[src/rtl/truth_table_scanner.sv]
// Truth-table scanner: sweeps a 4-input combinational function through all
// 16 input vectors, captures its output per vector and compares the captured
// table against a golden table latched at start.
module truth_table_scanner #(
   parameter int unsigned SETTLE_CYC = 2
) (
   input  logic        clk,
   input  logic        rst_n,
   input  logic        start,
   input  logic        abort,
   input  logic [15:0] expected,
   input  logic        f_in,
   output logic [3:0]  abcd,
   output logic [15:0] table_out,
   output logic        busy,
   output logic        done,
   output logic        match,
   output logic [4:0]  fail_count,
   output logic [3:0]  first_fail
);

   typedef enum logic [1:0] {StIdle, StApply, StSample, StFinish} state_e;

   // Last value of the settle counter before moving to SAMPLE.
   localparam logic [3:0] SettleLast = 4'(SETTLE_CYC - 1);

   state_e      state_q, state_d;
   logic [3:0]  index_q, index_d;
   logic [3:0]  settle_q, settle_d;
   logic [3:0]  abcd_q, abcd_d;
   logic [3:0]  first_fail_q, first_fail_d;
   logic [15:0] exp_q, exp_d;
   logic [15:0] table_q, table_d;
   logic [4:0]  fail_count_q, fail_count_d;
   logic        busy_q, busy_d;
   logic        done_q, done_d;
   logic        match_q, match_d;
   logic        mismatch;

   assign mismatch = (f_in != exp_q[index_q]);

   // State register.
   always_ff @(posedge clk or negedge rst_n) begin
      if (!rst_n) begin
         state_q <= StIdle;
      end else begin
         state_q <= state_d;
      end
   end

   // Next-state logic; abort only matters while a sweep is running.
   always_comb begin
      state_d = state_q;
      unique case (state_q)
         StIdle:   if (start) state_d = StApply;
         StApply: begin
            if (abort)                        state_d = StIdle;
            else if (settle_q == SettleLast)  state_d = StSample;
         end
         StSample: begin
            if (abort)                 state_d = StIdle;
            else if (index_q == 4'd15) state_d = StFinish;
            else                       state_d = StApply;
         end
         StFinish: state_d = StIdle;
         default:  state_d = StIdle;
      endcase
   end

   // Output/datapath next values; every output is taken from a register.
   always_comb begin
      index_d      = index_q;
      settle_d     = settle_q;
      abcd_d       = abcd_q;
      first_fail_d = first_fail_q;
      exp_d        = exp_q;
      table_d      = table_q;
      fail_count_d = fail_count_q;
      busy_d       = busy_q;
      done_d       = 1'b0;
      match_d      = match_q;
      unique case (state_q)
         StIdle: begin
            if (start) begin
               exp_d        = expected;
               table_d      = '0;
               fail_count_d = '0;
               first_fail_d = '0;
               match_d      = 1'b0;
               index_d      = '0;
               settle_d     = '0;
               abcd_d       = '0;
               busy_d       = 1'b1;
            end
         end
         StApply: begin
            if (abort) begin
               busy_d   = 1'b0;
               abcd_d   = '0;
               settle_d = '0;
            end else if (settle_q == SettleLast) begin
               settle_d = '0;
            end else begin
               settle_d = settle_q + 4'd1;
            end
         end
         StSample: begin
            if (abort) begin
               busy_d = 1'b0;
               abcd_d = '0;
            end else begin
               table_d[index_q] = f_in;
               if (mismatch) begin
                  fail_count_d = fail_count_q + 5'd1;
                  if (fail_count_q == 5'd0) first_fail_d = index_q;
               end
               // abcd is loaded one edge early so it tracks index in APPLY.
               if (index_q == 4'd15) begin
                  abcd_d = '0;
               end else begin
                  index_d = index_q + 4'd1;
                  abcd_d  = index_q + 4'd1;
               end
            end
         end
         StFinish: begin
            done_d  = 1'b1;
            busy_d  = 1'b0;
            match_d = (fail_count_q == 5'd0);
         end
         default: ;
      endcase
   end

   // Datapath registers.
   always_ff @(posedge clk or negedge rst_n) begin
      if (!rst_n) begin
         index_q      <= '0;
         settle_q     <= '0;
         abcd_q       <= '0;
         first_fail_q <= '0;
         exp_q        <= '0;
         table_q      <= '0;
         fail_count_q <= '0;
         busy_q       <= 1'b0;
         done_q       <= 1'b0;
         match_q      <= 1'b0;
      end else begin
         index_q      <= index_d;
         settle_q     <= settle_d;
         abcd_q       <= abcd_d;
         first_fail_q <= first_fail_d;
         exp_q        <= exp_d;
         table_q      <= table_d;
         fail_count_q <= fail_count_d;
         busy_q       <= busy_d;
         done_q       <= done_d;
         match_q      <= match_d;
      end
   end

   assign abcd       = abcd_q;
   assign table_out  = table_q;
   assign busy       = busy_q;
   assign done       = done_q;
   assign match      = match_q;
   assign fail_count = fail_count_q;
   assign first_fail = first_fail_q;

endmodule
[config.mk]
export PLATFORM = sky130hd
export DESIGN_NAME = truth_table_scanner
export DESIGN_NICKNAME = d
export VERILOG_FILES = /design/src/rtl/truth_table_scanner.sv
export SDC_FILE = /design/constraint.sdc
export NUM_CORES = 1
export LEC_CHECK = 0
export BUFFER_PORTS_ARGS = -buffer_cell sky130_fd_sc_hd__buf_2
export CORE_MARGIN = 8
export CORE_UTILIZATION = 50
export CTS_CLUSTER_DIAMETER = 50
export DETAILED_ROUTE_END_ITERATION = 10
export PLACE_DENSITY = 0.83
export RECOVER_POWER = 25
export SKIP_CTS_REPAIR_TIMING = 1
export SLEW_MARGIN = 40
export SYNTH_ARGS = -nofsm -noshare
export SYNTH_HDL_FRONTEND = slang
export SYNTH_SLANG_ARGS = --single-unit
export TNS_END_PERCENT = 5
[constraint.sdc]
create_clock -name clk -period 2.25 [get_ports clk]
set_clock_uncertainty 0.1 [all_clocks]
set_input_delay 0.225 -clock clk [delete_from_list [all_inputs] [get_ports clk]]
set_output_delay 0.225 -clock clk [all_outputs]
set_load 0.01 [all_outputs]
==> impl_metrics.csv <==
group,metric,value,unit
global_route,grt_pass1_wl,12200,um
place,placement.io_buffers,52,
global_route,number_of_global_route_vias_before_repair,2630,
layout,antenna_diode_count,0,
global_route,initial_antenna_violation_count,0,
status,status,"complete, but fails checks",
status,violated_checks,"setup timing",
worst_setup_path,cp.arrival,2.61,ns
drt,remaining_drc_errors,0,
timing,final_critical_path_share_of_the_clock_period,108,%
worst_setup_path,critPathMaxStageDelay,0.57,ns
timing,final_critical_path_setup_slack,-0.191,ns
timing,hold_viol,0,
yosys,ys_warn_count,0,
worst_setup_path,timing.critical_path.cells,"buf_6 -> mux2_4 -> mux4_2 -> mux2i_4 -> or4_4 -> a21oi_2",
clock_network,cts.sink_count,58,
pwr,p_leak,1.76,nW
layout,finalInstanceArea,3820,um2
clock_network,tritoncts,"built",
timing,peak_freq,410,MHz
run,maxCapViolCount,0,
drt,drt-vias-per-instance,5.70,
global_route,maximum_number_of_pins_on_one_net_before_global_route_repair,22,
clock_network,htree_levels,3,
worst_setup_path,required,2.42,ns
floorplanning,pin_count,53,
yosys,sequential_to_total_area_share_from_yosys_stat,47.6,%
layout,n_fill_cell,478,
worst_setup_path,cp_top_family,"multiplexers",
pwr,power_per_cell_area,1090,nW/um2
yosys,async_reset_ff_share,100,%
yosys,synth_top_cell_area_share,47.6,%
clock_network,cts.root.buffer_cell,"clkbuf_8",
clock_network,numCtsBuffers,9,
place,dpl.hpwl,5460,um
yosys,synthesis.instances,297,
timing,min_clock_period_post_route,2.44,ns
yosys,syn-num-nets,330,
layout,multi_input_comb_area,1560,um2
yosys,syn-mean-instance-area,10.3,um2
worst_setup_path,timing.critical_path.buf_inv,1,
yosys,ys_types,44,
layout,syn2layout_area_growth,25.1,%
global_route,global_route_overflow,0,
drt,totalWireLength,7630,um
worst_setup_path,crit_type,"flop to flop",
yosys,yosysTopAreaCell,"dfrtp_1",
timing,worst_slew_margin_rel,23.3,%
drt,drt-wirelength-per-cell,16.8,um
clock_network,cts.path.max_buffers,2,
floorplanning,initial_utilization,51.5,%
floorplanning,die-width,94.1,um
yosys,postSynth.topFlopCell,"dfrtp_1",
floorplanning,core.rowCount,28,
yosys,synthTopCellsByArea,"dfrtp_1, o21ai_0, mux2_2",
floorplanning,dieArea,8860,um2
drt,detailedRoute.firstIterationViolations,212,
timing,tightest_slew,1.15,ns
worst_setup_path,timing.critical_path.slowest_stage_cell,"mux4_2",
worst_setup_path,critPathLaunchType,"flop",
drt,routed-via-count,2590,
floorplanning,placeableCoreArea,5920,um2
layout,drive_gt1_share,32.7,%
hold_path,worst_hold_path_type,"input pin to flop",
yosys,synth_area,3050,um2
global_route,global_route.usage.total,17.5,%
yosys,synth_enable_flop_cells,0,
timing,rsz_0062_raised_after_global_routing,"true",
layout,final_nets,408,
place,placed_area,3550,um2
timing,final-max-slew-violation-count,0,
clock_network,clkSlewWorstSetupHoldPaths,0.07,ns
layout,sequential_cell_area,1450,um2
worst_setup_path,critical_path_peak_fanout,6,
clock_network,clock_insertion_delay_at_the_later_pin_of_the_skew_report,0.34,ns
timing,finalSetupViolCount,9,
floorplanning,die_height,94.1,um
place,final_weighted_congestion_in_routability_driven_placement,0.815,
worst_setup_path,critical_path.endpoint_type,"flop",
drt,drt_first_pass_iters,4,
pwr,design_power_total,4.16,mW
pwr,power.ir.vdd_worst,0.683,mV
drt,detail-route-antenna-nets,0,
yosys,postSynthRegisterBits,58,
layout,mostFrequentLayoutCells,"dfrtp_1, o21ai_0, buf_2, nand2_1, buf_4",
layout,final_common_cell,"dfrtp_1",
==> kinds of logic after synthesis <==
kind of cell               count (synthesis)  share of synthesized area (%)
AOI/OAI and AO/OA                         87                           16.0
xor gates and xnor gates                   2                          0.574
adders and majority gates                 12                           4.92
buffers and inverters                     25                           3.32
DFF                                       58                           47.6
muxes                                     34                           14.3
and+or+nand+nor                           79                           13.4
==> worst reg2reg max path, cell delays in order, from the launching register on <==
cell and delay, ns:
dfrtp_2 0.44, buf_6 0.14, mux2_4 0.28, mux4_2 0.57, mux2i_4 0.27, or4_4 0.43
a21oi_2 0.13
==> where the power goes <==
part           internal (mW)  switching (mW)  total, mW  leakage (nW)
clock network          0.595           0.406       1.00         0.106
registers               1.27           0.141       1.41         0.766
logic                  0.844           0.903       1.75         0.886
==> area by class of cell <==
type                            instances  area share [%]
Multi-Input combinational cell        214            40.8
Tap cell                               75            2.46
Timing Repair Buffer                   80            12.2
Inverter                               12            1.18
Clock inverter                          2           0.918
Clock buffer                           13            4.43
Sequential cell                        58            38.1
==> registers in the layout (all words and copies together) (netlist names) <==
signal / flops
abcd: 4
busy: 1
done: 1
exp_q: 16
fail_count: 5
first_fail: 4
index_q: 4
match: 1
settle_q: 4
state_q: 2
table_out: 16
==> routing by layer <==
layer / routed length (um) / up-vias / track usage (%)
met4: 132 / 0 / 8.45
li1: - / 1219 / -
met5: 0 / - / 0
met3: 511 / 11 / 5.04
met1: 3060 / 1264 / 20.2
met2: 3920 / 96 / 29.1
==> worst paths after layout <==
kind | endpoint | cells after the start | start | slack, ns
worst max-delay path | fail_count[2]$_DFFE_PN0P_ | 6 | index_q[0]$_DFFE_PN0P_ | -0.19
worst min-delay path | exp_q[4]$_DFFE_PN0P_ | 2 | expected[4] | 0.02
worst max register to register | fail_count[2]$_DFFE_PN0P_ | 6 | index_q[0]$_DFFE_PN0P_ | -0.19
worst min register to register | settle_q[3]$_DFFE_PN0P_ | 1 | settle_q[3]$_DFFE_PN0P_ | 0.39
max in group asynchronous | index_q[0]$_DFFE_PN0P_ | 3 | rst_n | 0.59
min in group asynchronous | state_q[1]$_DFFE_PN0P_ | 2 | rst_n | 0.56
==> cell usage after synthesis (3+ instances only) <==
cell       n
nor2_1     8
nand2_1   27
mux2i_1    4
and3_1     3
dfrtp_1   58
ha_1      12
o21ai_0   48
inv_1     11
and2_1     3
or2_2      4
nor3_1     5
nor2b_1    3
clkbuf_1  12
o31ai_1    4
nand4_1    4
nand2b_1   8
a21o_1     3
a21oi_1   21
nand3_1    6
mux2_2    20
==> per-stage QoR <==
step	TNS (ns)	std cells	utilization, %	setup WS (ns)	hold WS (ns)
finish	-0.954	454	64.5	-0.191	0.0188
global route	-1.47	454	64.5	-0.216	0.00651
CTS	-0.969	451	63.4	-0.210	-0.248
detailed placement	-0.733	436	60.0	-0.185	0.115
global placement	-0.282	436	60.0	-0.0689	0.104
floorplan	-0.281	297	-	-0.110	-0.171
Power figures use the tool's default switching activity.
